<file path="src/rtl/instruction_fetch.sv">
// Fetch stage: owns the PC, issues reads to a 1-cycle-latency instruction memory,
// buffers {pc, instr} pairs in a 2-entry FIFO and presents them to decode over a
// valid/ready handshake. Redirects flush the FIFO and any in-flight response.
module instruction_fetch #(
  parameter int unsigned          ADDR_W   = 32,
  parameter logic [ADDR_W-1:0]    RESET_PC = '0,
  parameter int unsigned          PC_STEP  = 1
) (
  input  logic              clk,
  input  logic              rst,
  output logic              imem_req,
  output logic [ADDR_W-1:0] imem_addr,
  input  logic [31:0]       imem_rdata,
  input  logic              redirect_valid,
  input  logic [ADDR_W-1:0] redirect_pc,
  output logic              out_valid,
  input  logic              out_ready,
  output logic [ADDR_W-1:0] out_pc,
  output logic [31:0]       out_instr
);

  localparam logic [ADDR_W-1:0] PC_INC = ADDR_W'(PC_STEP);

  logic [ADDR_W-1:0] pc_r;
  logic [ADDR_W-1:0] pending_pc_r;
  logic              inflight_r;
  logic [1:0]        cnt_r;
  logic [ADDR_W-1:0] head_pc_r;
  logic [31:0]       head_instr_r;
  logic [ADDR_W-1:0] tail_pc_r;
  logic [31:0]       tail_instr_r;

  logic              pop_s;
  logic              push_s;
  logic              req_s;
  logic [2:0]        occ_s;

  // Handshake, capture and issue decisions; occupancy counts the in-flight slot
  // so a response always has room when it lands.
  always_comb begin
    pop_s  = 1'b0;
    push_s = 1'b0;
    req_s  = 1'b0;
    occ_s  = 3'd0;
    pop_s  = (cnt_r != 2'd0) && out_ready;
    push_s = inflight_r && !redirect_valid;
    occ_s  = {1'b0, cnt_r} + {2'b00, inflight_r} - {2'b00, pop_s};
    if (!rst && !redirect_valid && (occ_s < 3'd2)) begin
      req_s = 1'b1;
    end else begin
      req_s = 1'b0;
    end
  end

  assign imem_req  = req_s;
  assign imem_addr = pc_r;
  assign out_valid = (cnt_r != 2'd0);
  assign out_pc    = head_pc_r;
  assign out_instr = head_instr_r;

  // PC, in-flight flag and pending address; a redirect discards the in-flight read.
  always_ff @(posedge clk) begin
    if (rst) begin
      pc_r         <= RESET_PC;
      pending_pc_r <= '0;
      inflight_r   <= 1'b0;
    end else if (redirect_valid) begin
      pc_r         <= redirect_pc;
      pending_pc_r <= pending_pc_r;
      inflight_r   <= 1'b0;
    end else if (req_s) begin
      pc_r         <= pc_r + PC_INC;
      pending_pc_r <= pc_r;
      inflight_r   <= 1'b1;
    end else begin
      pc_r         <= pc_r;
      pending_pc_r <= pending_pc_r;
      inflight_r   <= 1'b0;
    end
  end

  // Two-entry shift FIFO: head is always the presented entry, pop shifts tail forward.
  always_ff @(posedge clk) begin
    if (rst) begin
      cnt_r        <= 2'd0;
      head_pc_r    <= '0;
      head_instr_r <= 32'd0;
      tail_pc_r    <= '0;
      tail_instr_r <= 32'd0;
    end else if (redirect_valid) begin
      cnt_r        <= 2'd0;
    end else begin
      case ({push_s, pop_s})
        2'b10: begin
          cnt_r <= cnt_r + 2'd1;
          if (cnt_r == 2'd0) begin
            head_pc_r    <= pending_pc_r;
            head_instr_r <= imem_rdata;
          end else begin
            tail_pc_r    <= pending_pc_r;
            tail_instr_r <= imem_rdata;
          end
        end
        2'b01: begin
          cnt_r        <= cnt_r - 2'd1;
          head_pc_r    <= tail_pc_r;
          head_instr_r <= tail_instr_r;
        end
        2'b11: begin
          cnt_r <= cnt_r;
          if (cnt_r == 2'd1) begin
            head_pc_r    <= pending_pc_r;
            head_instr_r <= imem_rdata;
          end else begin
            head_pc_r    <= tail_pc_r;
            head_instr_r <= tail_instr_r;
            tail_pc_r    <= pending_pc_r;
            tail_instr_r <= imem_rdata;
          end
        end
        default: begin
          cnt_r <= cnt_r;
        end
      endcase
    end
  end

  instruction_fetch_chk #(.ADDR_W(ADDR_W)) u_chk (
    .clk            (clk),
    .rst            (rst),
    .push           (push_s),
    .pop            (pop_s),
    .cnt            (cnt_r),
    .redirect_valid (redirect_valid),
    .out_valid      (out_valid),
    .out_ready      (out_ready),
    .out_pc         (out_pc),
    .out_instr      (out_instr)
  );

endmodule

// Simulation checks for the fetch FIFO: no overflow, payload stable under backpressure.
module instruction_fetch_chk #(
  parameter int unsigned ADDR_W = 32
) (
  input logic              clk,
  input logic              rst,
  input logic              push,
  input logic              pop,
  input logic [1:0]        cnt,
  input logic              redirect_valid,
  input logic              out_valid,
  input logic              out_ready,
  input logic [ADDR_W-1:0] out_pc,
  input logic [31:0]       out_instr
);

  a_no_overflow: assert property (@(posedge clk) disable iff (rst)
    !(push && !pop && (cnt == 2'd2)));

  a_payload_stable: assert property (@(posedge clk) disable iff (rst)
    (out_valid && !out_ready && !redirect_valid) |=> ($stable(out_pc) && $stable(out_instr)));

endmodule

</file>
<file path="config.mk">
export PLATFORM = sky130hd
export DESIGN_NAME = instruction_fetch
export DESIGN_NICKNAME = d
export VERILOG_FILES = /design/src/rtl/instruction_fetch.sv
export SDC_FILE = /design/constraint.sdc
export NUM_CORES = 1
export LEC_CHECK = 0
export CORE_MARGIN = 2
export CORE_UTILIZATION = 48
export CTS_BUF_LIST = sky130_fd_sc_hd__clkbuf_4 sky130_fd_sc_hd__clkbuf_8
export CTS_CLUSTER_DIAMETER = 50
export DETAILED_ROUTE_END_ITERATION = 12
export PLACE_DENSITY = 0.77
export SETUP_SLACK_MARGIN = 0.02
export SLEW_MARGIN = 20
export SYNTH_ARGS = -nofsm -noshare
export SYNTH_HDL_FRONTEND = slang
export SYNTH_SLANG_ARGS = --single-unit
</file>
<file path="constraint.sdc">
create_clock -name clk -period 2.95 [get_ports clk]
set_clock_uncertainty 0.05 [all_clocks]
set_input_delay 0.4425 -clock clk [delete_from_list [all_inputs] [get_ports clk]]
set_output_delay 0.4425 -clock clk [all_outputs]
set_load 0.1 [all_outputs]
</file>
==> out/metrics.cfg <==
[detailed_routing]
wl_per_cell_um=14.99
ant_nets=0
drt_iter0_markers=549
vias=7586
viasPerCell=5.477
drc=0
wl_mm=20.76
drt_pass1_iterations=5

[synthesis]
syn_avg_cell_area_um2=8.130
yosysSeqAreaShare=0.4801
ys_async_sr_fraction=0
yosys_warnings=0
synth_nets=1076
netlist_area_mm2=0.008130
synth_edf_count=0
synth_cell_types=53
yosys_register_bits=195
synth-main-ff-cell=dfxtp_1
synthCells=1000

[worst_setup_path]
cp.arrival_ps=2470
worstPathCellList=inv_2 -> ha_4 -> inv_12 -> nand2_4 -> inv_4 -> ha_4 -> nand2b_4 -> fa_2 -> xnor2_2 -> nand3_4 -> inv_4 -> buf_12
critPathMaxStageDelay_ps=350
path_class=flip-flop to output pin
crit_path_end_kind=output pin
cp_num_buf_inv=5
critPathMaxFanout=2
critPathTopFamily=adder cells
cp_slowest_cell=fa_2
critPathLaunchType=flip-flop
required_ps=2460

[floorplanning]
die-height_um=134.1
fp-row-count=47
io_pins=166
dieArea_mm2=0.01799
start_util=0.4903
core_area_mm2=0.01658
fp.dieW_um=134.1

[clock_network]
clock_latency_ps=460
numCtsBuffers=17
cts_root_buf=clkbuf_8
cts_sinks=195
cts_tree=built
cts.path.max_buffers=2
htree_num_levels=4
cts-hold-fix-buffers=0
path_clk_slew_ps=90

[finish]
synthToLayoutAreaGrowth_pct=28.86
final_nets=1228
seqCellArea_mm2=0.003906
nFillCells=1503
drive_gt1_frac=0.1820
multi_input_comb_area_mm2=0.003948
num_antenna_cells=0
instances_no_fill=1385

[hold_path]
hp-class=primary input to flip-flop

[timing]
grt_setup_unrepaired=true
finalSetupViolCount=1
layout_worst_path_cycle_share=1.003
tns_ps=-9.296
drv_slew=0
worst_slew_pin_slew_ps=1006
postLayoutSetupSlackWorst_ps=-9.296
slew_headroom=0.3295
fmax_ghz=0.3379
finalCriticalPeriod_ps=2959
hold_viol_final=0
whs_ps=333.7

[placed_design]
placed_cells=1346
hpwl_mm=13.36
place_congestion=0.8249
io_buffers=165
dp_slack_ps=-306.3

[grt]
grt_pass1_vias=6739
grt_max_degree=129
grt_pass1_wl_mm=34.08
grt-ovfl-total=0
antenna_found_initial=0
track_usage=0.2304

[power_and_ir_drop]
ir_drop_uv=318.0
power-per-cell-area_mw_per_mm2=595.8
p_leak_nw=3.793

[outcome]
violations=negative setup slack
status=finished, violations left

[run]
cap_violations=0

registers in the layout, summed over array words and instances, names as in the netlist:
signal / cells
imem_addr: 32
out_pc: 32
tail_pc_r: 32
out_instr: 32
tail_instr_r: 32
pending_pc_r: 32
inflight_r: 1
cnt_r: 2
layout by cell type, fill, tap and decap left out, types with 3 or more instances in the layout:
| cell | Yosys | routed |
|---|---|---|
| a211oi_1 | 64 | 64 |
| a21oi_1 | 120 | 120 |
| a22oi_1 | 65 | 65 |
| a31oi_1 | 20 | 20 |
| and2_1 | 11 | 11 |
| and3_1 | 10 | 10 |
| and4_1 | 3 | 3 |
| buf_12 | 0 | 6 |
| buf_4 | 1 | 142 |
| clkbuf_8 | 0 | 22 |
| clkdlybuf4s50_1 | 0 | 66 |
| clkinv_4 | 0 | 3 |
| dfxtp_1 | 195 | 193 |
| ha_1 | 7 | 5 |
| inv_1 | 12 | 9 |
| nand2_1 | 214 | 212 |
| nand3_1 | 16 | 15 |
| nand4_1 | 7 | 7 |
| nor2_1 | 81 | 79 |
| nor3_1 | 13 | 13 |
| nor4_1 | 7 | 6 |
| o211ai_1 | 4 | 4 |
| o21ai_1 | 8 | 8 |
| o22ai_1 | 8 | 8 |
| xnor2_1 | 10 | 9 |
per-layer routing:
metal  part of all wire  global-route usage  up-vias
met4              0.016             0.08480        0
met5                  0                   0        -
met2               0.45              0.3442      253
li1                   -                   -     3852
met3              0.061             0.03666       25
met1               0.47              0.3364     3456
logic make-up after synthesis:
family	share of synthesized area
compound gates	0.2424
xor+xnor	0.01293
fa+ha+maj	0.01323
buf+inv	0.04678
flops	0.4801
mux	0.004001
simple gates	0.2005
cells in the mapped netlist (10+ instances only):
| master | count | area, um2 |
|---|---|---|
| clkbuf_1 | 68 | 255.2 |
| nor2_1 | 81 | 304.0 |
| nand3_1 | 16 | 80.08 |
| and2_1 | 11 | 68.82 |
| and3_1 | 10 | 62.56 |
| nand2_1 | 214 | 803.3 |
| buf_1 | 12 | 45.04 |
| a22oi_1 | 65 | 488.0 |
| inv_1 | 12 | 45.04 |
| a21oi_1 | 120 | 600.6 |
| a31oi_1 | 20 | 125.1 |
| dfxtp_1 | 195 | 3904 |
| xnor2_1 | 10 | 87.58 |
| a211oi_1 | 64 | 480.5 |
| nor3_1 | 13 | 65.06 |
power by group:
group	internal, mW	leakage, nW	total, mW	switching [mW]
combinational	0.444	2.00	1.63	1.18
sequential	2.77	1.59	2.89	0.119
clock	0.800	0.203	1.73	0.927
total	4.01	3.79	6.24	2.23
repair_timing:
item                                    4_1_cts  5_1_grt
pin swaps                                     4        4
setup buffers                                 6        2
gates resized for setup                      10        5
endpoints found under the setup margin        4        8
per-stage QoR:
stage	util	cell area [um2]	total power, mW
floorplan	-	8199	4.113
global placement	0.5997	9946	4.534
detailed placement	0.5997	9946	4.550
CTS	0.6293	10440	6.283
global route	0.6317	10480	6.496
finish	0.6317	10480	6.241
final cells by class:
type	count	area share
Multi-Input combinational cell	707	0.3768
Tap cell	220	0.02627
Inverter	15	0.007046
Timing Repair Buffer	216	0.1784
Clock buffer	23	0.02962
Sequential cell	195	0.3729
Clock inverter	9	0.008957
final timing paths:
kind	start	to	slack, ps	depth (start not counted)
setup reg to reg	cnt_r[1]$_SDFFE_PP0P_	imem_addr[8]$_SDFFE_PP0P_	170	16
hold reg to reg	tail_pc_r[17]$_SDFFE_PP0P_	tail_pc_r[17]$_SDFFE_PP0P_	410	2
setup / recovery	cnt_r[1]$_SDFFE_PP0P_	imem_req	-9	12
hold / removal	rst	imem_addr[21]$_SDFFE_PP0P_	330	3
worst register-to-register path: stages (launching register included):
cell and delay [ps]:
dfxtp_2 330, inv_2 70, ha_4 190, inv_12 40, nand2_4 60, inv_4 40, ha_4 200, nand2b_4 130
fa_2 350, xnor2_2 230, buf_4 150, buf_4 90, a31oi_1 90, buf_4 190, a21o_1 150, a221oi_1 230
nor2_1 60
(Power assumes the default switching activity.)
